--- src/rtl/byte_serializer_pkg.sv ---
// Shared types and constants for the byte serializer: FSM state encoding and default word width.
package byte_serializer_pkg;

  localparam int DEFAULT_WIDTH = 8;

  typedef logic [1:0] state_t;

  localparam logic [1:0] ST_IDLE   = 2'd0;
  localparam logic [1:0] ST_SHIFT  = 2'd1;
  localparam logic [1:0] ST_PARITY = 2'd2;

endpackage

--- src/rtl/byte_serializer_if.sv ---
// Parallel-in / serial-out handshake bundle; master drives din/load, slave returns ready and the serial stream.
interface byte_serializer_if import byte_serializer_pkg::*; #(
  parameter int WIDTH = DEFAULT_WIDTH
);

  logic [WIDTH-1:0] din;
  logic             load;
  logic             ready;
  logic             sout;
  logic             sout_valid;
  logic             done;

  modport master (
    output din, load,
    input  ready, sout, sout_valid, done
  );

  modport slave (
    input  din, load,
    output ready, sout, sout_valid, done
  );

endinterface

--- src/rtl/byte_serializer_bit_counter.sv ---
// Frame bit counter: clear on load, increment while shifting, flag and hold at WIDTH-1.
// Registered count, terminal flag decoded combinationally from the register.
module bit_counter #(
  parameter int WIDTH = 8
) (
  input  logic clk,
  input  logic reset,
  input  logic clr_i,
  input  logic inc_i,
  output logic tc_o
);

  localparam int CW = $clog2(WIDTH);

  logic [CW-1:0] cnt_q, cnt_d;

  assign tc_o = (cnt_q == CW'(WIDTH - 1));

  // Saturating at the terminal count keeps the counter from wrapping inside a frame.
  always_comb begin
    cnt_d = cnt_q;
    if (clr_i) begin
      cnt_d = '0;
    end else if (inc_i && !tc_o) begin
      cnt_d = cnt_q + 1'b1;
    end
  end

  always_ff @(posedge clk or negedge reset) begin
    if (!reset) begin
      cnt_q <= '0;
    end else begin
      cnt_q <= cnt_d;
    end
  end

endmodule

--- src/rtl/byte_serializer.sv ---
// Parallel-to-serial shifter: first bit one cycle after accept, WIDTH bits (+1 parity with BYTE_SERIALIZER_PARITY_EN).
// ready only in IDLE; loads while busy are dropped, not queued.
module byte_serializer import byte_serializer_pkg::*; #(
  parameter int WIDTH     = DEFAULT_WIDTH,
  parameter bit MSB_FIRST = 1'b1
) (
  input logic              clk,
  input logic              reset,
  byte_serializer_if.slave bus
);

  state_t           state_q, state_d;
  logic [WIDTH-1:0] shreg_q, shreg_d;
  logic             accept;
  logic             cnt_inc;
  logic             cnt_tc;
  logic             shift_bit;

  assign accept    = (state_q == ST_IDLE) && bus.load;
  assign shift_bit = MSB_FIRST ? shreg_q[WIDTH-1] : shreg_q[0];

  bit_counter #(
    .WIDTH (WIDTH)
  ) u_bit_counter (
    .clk   (clk),
    .reset (reset),
    .clr_i (accept),
    .inc_i (cnt_inc),
    .tc_o  (cnt_tc)
  );

`ifdef BYTE_SERIALIZER_PARITY_EN
  // Parity is captured with the word because the shift register is consumed while shifting.
  logic par_q, par_d;

  assign par_d = accept ? ^bus.din : par_q;

  always_ff @(posedge clk or negedge reset) begin
    if (!reset) begin
      par_q <= 1'b0;
    end else begin
      par_q <= par_d;
    end
  end
`endif

  always_comb begin
    state_d = state_q;
    shreg_d = shreg_q;
    cnt_inc = 1'b0;
    case (state_q)
      ST_IDLE: begin
        if (bus.load) begin
          state_d = ST_SHIFT;
          shreg_d = bus.din;
        end
      end
      ST_SHIFT: begin
        shreg_d = MSB_FIRST ? {shreg_q[WIDTH-2:0], 1'b0} : {1'b0, shreg_q[WIDTH-1:1]};
        if (cnt_tc) begin
`ifdef BYTE_SERIALIZER_PARITY_EN
          state_d = ST_PARITY;
`else
          state_d = ST_IDLE;
`endif
        end else begin
          cnt_inc = 1'b1;
        end
      end
`ifdef BYTE_SERIALIZER_PARITY_EN
      ST_PARITY: begin
        state_d = ST_IDLE;
      end
`endif
      default: begin
        state_d = ST_IDLE;
      end
    endcase
  end

  always_ff @(posedge clk or negedge reset) begin
    if (!reset) begin
      state_q <= ST_IDLE;
      shreg_q <= '0;
    end else begin
      state_q <= state_d;
      shreg_q <= shreg_d;
    end
  end

  assign bus.ready = (state_q == ST_IDLE);

`ifdef BYTE_SERIALIZER_PARITY_EN
  assign bus.sout_valid = (state_q == ST_SHIFT) || (state_q == ST_PARITY);
  assign bus.sout       = (state_q == ST_SHIFT)  ? shift_bit :
                          (state_q == ST_PARITY) ? par_q     : 1'b0;
  assign bus.done       = (state_q == ST_PARITY);
`else
  assign bus.sout_valid = (state_q == ST_SHIFT);
  assign bus.sout       = (state_q == ST_SHIFT) ? shift_bit : 1'b0;
  assign bus.done       = (state_q == ST_SHIFT) && cnt_tc;
`endif

endmodule

--- src/flat_wrapper.sv ---
// flat-port wrapper written by rule: the top's interface ports become plain ports
module byte_serializer_flat import byte_serializer_pkg::*;
#(
  parameter int WIDTH     = DEFAULT_WIDTH,
  parameter bit MSB_FIRST = 1'b1
)
  (clk, reset, bus_din, bus_load, bus_ready, bus_sout, bus_sout_valid, bus_done);
  byte_serializer_if #(.WIDTH(WIDTH)) bus_i ();
  input logic clk;
  input logic reset;
  input wire logic [$bits(bus_i.din)-1:0] bus_din;
  input wire logic [$bits(bus_i.load)-1:0] bus_load;
  output wire logic [$bits(bus_i.ready)-1:0] bus_ready;
  output wire logic [$bits(bus_i.sout)-1:0] bus_sout;
  output wire logic [$bits(bus_i.sout_valid)-1:0] bus_sout_valid;
  output wire logic [$bits(bus_i.done)-1:0] bus_done;
  assign bus_i.din = bus_din;
  assign bus_i.load = bus_load;
  assign bus_ready = bus_i.ready;
  assign bus_sout = bus_i.sout;
  assign bus_sout_valid = bus_i.sout_valid;
  assign bus_done = bus_i.done;
  byte_serializer #(.WIDTH(WIDTH), .MSB_FIRST(MSB_FIRST)) u_core (.clk(clk), .reset(reset), .bus(bus_i));
endmodule
--- config.mk ---
export PLATFORM = sky130hd
export DESIGN_NAME = byte_serializer_flat
export DESIGN_NICKNAME = d
export VERILOG_FILES = /design/src/rtl/byte_serializer_pkg.sv /design/src/rtl/byte_serializer_if.sv /design/src/rtl/byte_serializer_bit_counter.sv /design/src/rtl/byte_serializer.sv /design/src/flat_wrapper.sv
export SDC_FILE = /design/constraint.sdc
export NUM_CORES = 1
export LEC_CHECK = 0
export BUFFER_PORTS_ARGS = -buffer_cell sky130_fd_sc_hd__buf_2
export CORE_MARGIN = 2
export CORE_UTILIZATION = 42
export CTS_CLUSTER_SIZE = 30
export DETAILED_ROUTE_END_ITERATION = 10
export GPL_ROUTABILITY_DRIVEN = 0
export GPL_TIMING_DRIVEN = 1
export PLACE_DENSITY = 0.65
export SKIP_CTS_REPAIR_TIMING = 1
export SLEW_MARGIN = 10
export SYNTH_ARGS = -nofsm -noshare
export SYNTH_HDL_FRONTEND = slang
export SYNTH_HIERARCHICAL = 1
export SYNTH_SLANG_ARGS = --single-unit
export TNS_END_PERCENT = 10
--- constraint.sdc ---
create_clock -name clk -period 1.8 [get_ports clk]
set_clock_uncertainty 0.05 [all_clocks]
set_input_delay 0.36 -clock clk [delete_from_list [all_inputs] [get_ports clk]]
set_output_delay 0.36 -clock clk [all_outputs]
set_load 0.005 [all_outputs]
[Yosys cells after proc, flatten, opt, wreduce, memory -nomap -nowiden]
Cells that the tools add are included.
Word-level totals
  register bits after elaboration: 13
  latch bits: 0
  RAM bits: 0
  bits in read-only memories: 0
  input bits: 11
  output and inout bits: 4
  word-level logic and storage cells: 27
  memories: 0
Operators by class
  add/sub/neg operators: 1
  multipliers: 0
  div/mod/pow operators: 0
  $lt $le $gt $ge: 0
  eq/ne operators: 4
  shifts and indexed selects: 0
  mux-type cells: 10
  bitwise operators: 0
  reduce and logical (&&, ||, !) cells: 9
Operators with widths (number)
  $pmux W8 S2: 1
  $mux W8: 1
  $mux W3: 2
  $mux W2: 2
  $pmux W2 S2: 1
  $reduce_and A2 Y1: 2
  $reduce_bool A2 Y1: 2
  $add A3 B1 Y3 const B: 1
  $eq A3 B3 Y1 const B: 1
  $logic_and A1 B1 Y1: 3
  $mux W1: 3
  $eq A2 B1 Y1 const B: 1
  $logic_not A2 Y1: 1
  $ne A2 B1 Y1 const B: 1
  $ne A2 B2 Y1 const B: 1
  $logic_not A1 Y1: 1

[Logic depth before layout (Yosys ltp)]
  depth after elaboration: 6
  mapped depth: 5

[Modules after synthesis]
The synthesis kept the hierarchy.
By module, submodules not included
  byte_serializer: times used 1, cells an instance 42, area an instance 427.9 µm²
  bit_counter: times used 1, cells an instance 15, area an instance 183.9 µm²

[Worst setup path after synthesis]
Ideal clock, no wire load.
  path kind: register to register
  from: register u_core.u_bit_counter.cnt_q[0]
  to: register u_core.u_bit_counter.cnt_q[0]
  library setup time: 0.125 ns
  arrival: 1.425 ns
  data required time: 1.625 ns
  setup slack: 0.199 ns
  cell stages (with the launch flop): 6
  path buffers: 0
  period minus slack after synthesis: 1.601 ns
  cell sequence: dfrtp_1 -> ha_1 -> ha_1 -> nor2_1 -> nor2b_4 -> mux2_4
Between the ends
  longest elaborated chain between the ends: 5
RTL lines
  from (decl): RTL line byte_serializer_bit_counter.sv:15  | logic [CW-1:0] cnt_q, cnt_d;
  from (signal assigned): RTL line byte_serializer_bit_counter.sv:33  | cnt_q <= cnt_d;
  $eq A3 B3 Y1: RTL line byte_serializer_bit_counter.sv:17  | assign tc_o = (cnt_q == CW'(WIDTH - 1));
  named net u_core.cnt_tc: RTL line byte_serializer.sv:16  | logic cnt_tc;
  $mux W1: RTL line byte_serializer.sv:60  | if (cnt_tc) begin
  $mux W1: RTL line byte_serializer.sv:51  | case (state_q)
  named net u_core.cnt_inc: RTL line byte_serializer.sv:15  | logic cnt_inc;
  $logic_and A1 B1 Y1: RTL line byte_serializer_bit_counter.sv:24  | end else if (inc_i && !tc_o) begin
  $reduce_bool A2 Y1 (no line)
The timed path passes the listed nets, and every way through them passes these cells. The select of a mux whose other input is x is not followed.
A chain may end at the register's enable or synchronous reset.

[Worst setup path after layout]
  from: register u_core.u_bit_counter.cnt_q[0]
  to: output port bus_done
Between the ends
  longest elaborated chain between the ends: 2
RTL lines
  $eq A3 B3 Y1: RTL line byte_serializer_bit_counter.sv:17
  named net u_core.cnt_tc: RTL line byte_serializer.sv:16
  $logic_and A1 B1 Y1: RTL line byte_serializer.sv:101  | assign bus.done = (state_q == ST_SHIFT) && cnt_tc;
  to (decl): RTL line flat_wrapper.sv:16  | output wire logic [$bits(bus_i.done)-1:0] bus_done;
The timed path passes the listed nets, and every way through them passes these cells.

==> flow_metrics.tcl <==
set metrics [dict create \
    outcome "finished clean" \
    drc 0 \
    dr_total_vias 443 \
    layout-drive-gt1-share_pct 34.2 \
    wirelength_um 1110 \
    stdcell_count 91 \
    clk_pin_slew_ns 0.08 \
    avgSynthCellArea_sq_um 10.7 \
    layout_setup_ws_ns 0.0459 \
    yosys.cell_count.top_type "dfrtp_1" \
    synth_edf_count 0 \
    fmax_mhz 570 \
    grt_use_total_pct 13.4 \
    worstSetupPathType "reg2out" \
    cts-buffers-inserted 3 \
    grt_first_pass_wirelength_um 1700 \
    io_pins 15 \
    drtAntennaViolNets 0 \
    tightest_slew_ns 0.309 \
    ys_seq_elements 12 \
    slew_violations 0 \
    start_util_pct 45.9 \
    dp_cells 86 \
    period_share_pct 97.4 \
    synthesis.area_sq_um 612 \
    fp.dieH_um 42.2 \
    drt_iter0_markers 6 \
    dr.pass1.iters 2 \
    post-route-min-period_ns 1.75 \
    clock_path_buffers 2 \
    arrival_ns 1.34 \
    worstPathMaxFanout 5 \
    clkSinkCount 12 \
    ir_worst_vdd_mv 0.769 \
    leakagePower_nw 0.388 \
    synth_async_sr_flop_share_pct 100 \
    drv_cap 0 \
    yosysTopAreaCellShare_pct 49.1 \
    netlist_top_cells_area "dfrtp_1 (49%), mux2i_1 (13%), o21ai_1 (7.4%), nand2_1 (4.3%), ha_1 (4.1%)" \
    finalSetupViolCount 0 \
    wl_per_cell_um 12.2 \
    vias_per_cell 4.87 \
    hold_path_class "in2reg" \
    end_kind "primary output" \
    slew_headroom_pct 79.4 \
    ys_types 16 \
    syn_inst 57 \
    synth.top_cells.by_count "dfrtp_1 (12), o21ai_1 (9), mux2i_1 (8)" \
    power_density_mw_per_mm2 1540 \
    hpwlAfterDp_um 816 \
    hold_ws_ns 0.307 \
    die_w_um 42.2 \
    yosys.area.top_type "dfrtp_1" \
    critPathRequiredTime_ns 1.39 \
    yosysSeqAreaShare_pct 49.1 \
    synth_fp_nets 70 \
    areaGrowthSynthToFinish_pct 24.7 \
    grt_max_degree 13 \
    synth_flop_cell "dfrtp_1" \
    clk_latency_ns 0.27 \
    final_nets 90 \
    rows 13 \
    grt.overflow.total 0 \
    coreArea_sq_mm 0.00133 \
    antenna_found_initial 0 \
    yosysWarnings 6 \
    finalHoldViolCount 0 \
    root_buffer "clkbuf_4" \
    cp-start-kind "flop" \
    die_area_sq_mm 0.00178 \
    cts_tree "done" \
    htreeDepth 1 \
    grt_pass1_vias 378 \
    place_ws_ns 0.0731 \
    io_buffers 14 \
    diodes 0 \
]
==> cells in the final DEF (no fill, tap or decap) <==
cell type,synthesis,final
buf_2,2,14
dfrtp_1,12,12
o21ai_1,9,9
mux2i_1,8,8
nand2_1,7,7
nor2_1,5,5
clkbuf_4,0,3
buf_4,0,3
nor2b_1,2,2
nand2b_1,2,2
nand4bb_1,2,2
clkbuf_8,0,1
dlygate4sd3_1,0,1
inv_1,1,1
and2_1,1,1
and2_4,1,1
nor2b_4,1,1
mux2_4,1,1
ha_4,0,1
ha_2,0,1
==> worst max-delay path: stages (launching register included) <==
cell and delay, ns:
dfrtp_1 0.42, ha_2 0.20, ha_4 0.18, and2_4 0.16, buf_2 0.12
==> state kept, by name, summed over array words and instances, names as in the netlist <==
register	count
u_core/shreg_q	8
u_core/u_bit_counter/cnt_q	3
u_core/state_q	1
==> cells by family after synthesis <==
group,count (synthesis),synth area share [%]
flops,12,49.1
buf+inv,4,4.09
fa+ha+maj,2,4.09
mux,9,15.5
simple gates,21,19.8
compound gates,9,7.36
==> power breakdown <==
group | internal (mW) | switching (mW) | leakage, nW
Sequential | 0.375 | 0.0806 | 0.154
Combinational | 0.280 | 0.230 | 0.214
Clock | 0.123 | 0.0861 | 0.0210
==> cell type report <==
type / instances / area (sq um)
Clock buffer: 4 / 36.3
Fill cell: 126 / 571
Inverter: 1 / 3.75
Multi-Input combinational cell: 41 / 302
Sequential cell: 12 / 300
Tap cell: 15 / 18.8
Timing Repair Buffer: 18 / 103
==> path summary, 6_finish.rpt <==
check / end / from / slack [ns] / depth (start not counted)
worst min-delay path: u_core/shreg_q[4] / bus_din[4] / 0.31 / 3
worst max-delay path: bus_done / u_core/u_bit_counter/cnt_q[0] / 0.05 / 4
worst min register to register: u_core/shreg_q[3] / u_core/shreg_q[2] / 0.44 / 2
max in group asynchronous: u_core/u_bit_counter/cnt_q[2] / reset / 1.04 / 2
worst max register to register: u_core/u_bit_counter/cnt_q[0] / u_core/u_bit_counter/cnt_q[0] / 0.15 / 5
min in group asynchronous: u_core/shreg_q[4] / reset / 0.43 / 2
==> metrics by stage <==
stage,setup TNS (ns),utilization [%],instance area [sq um],power (mW)
after floorplan,0,-,612,0.802
after global placement,0,52.6,702,0.924
after detailed placement,0,52.6,702,0.944
after CTS,-0.0741,55.3,738,1.16
after global routing,-0.00266,57.2,763,1.28
final,0,57.2,763,1.17
==> per-layer routing <==
layer  GRT usage, %  vias to the layer above  part of all wire [%]
li1               -                      230                     -
met1           16.7                      198                    46
met2           19.7                       13                    46
met3           7.76                        2                   7.1
met4           3.75                        0                   1.1
met5              0                        -                     0
Power figures use the tool's default switching activity.
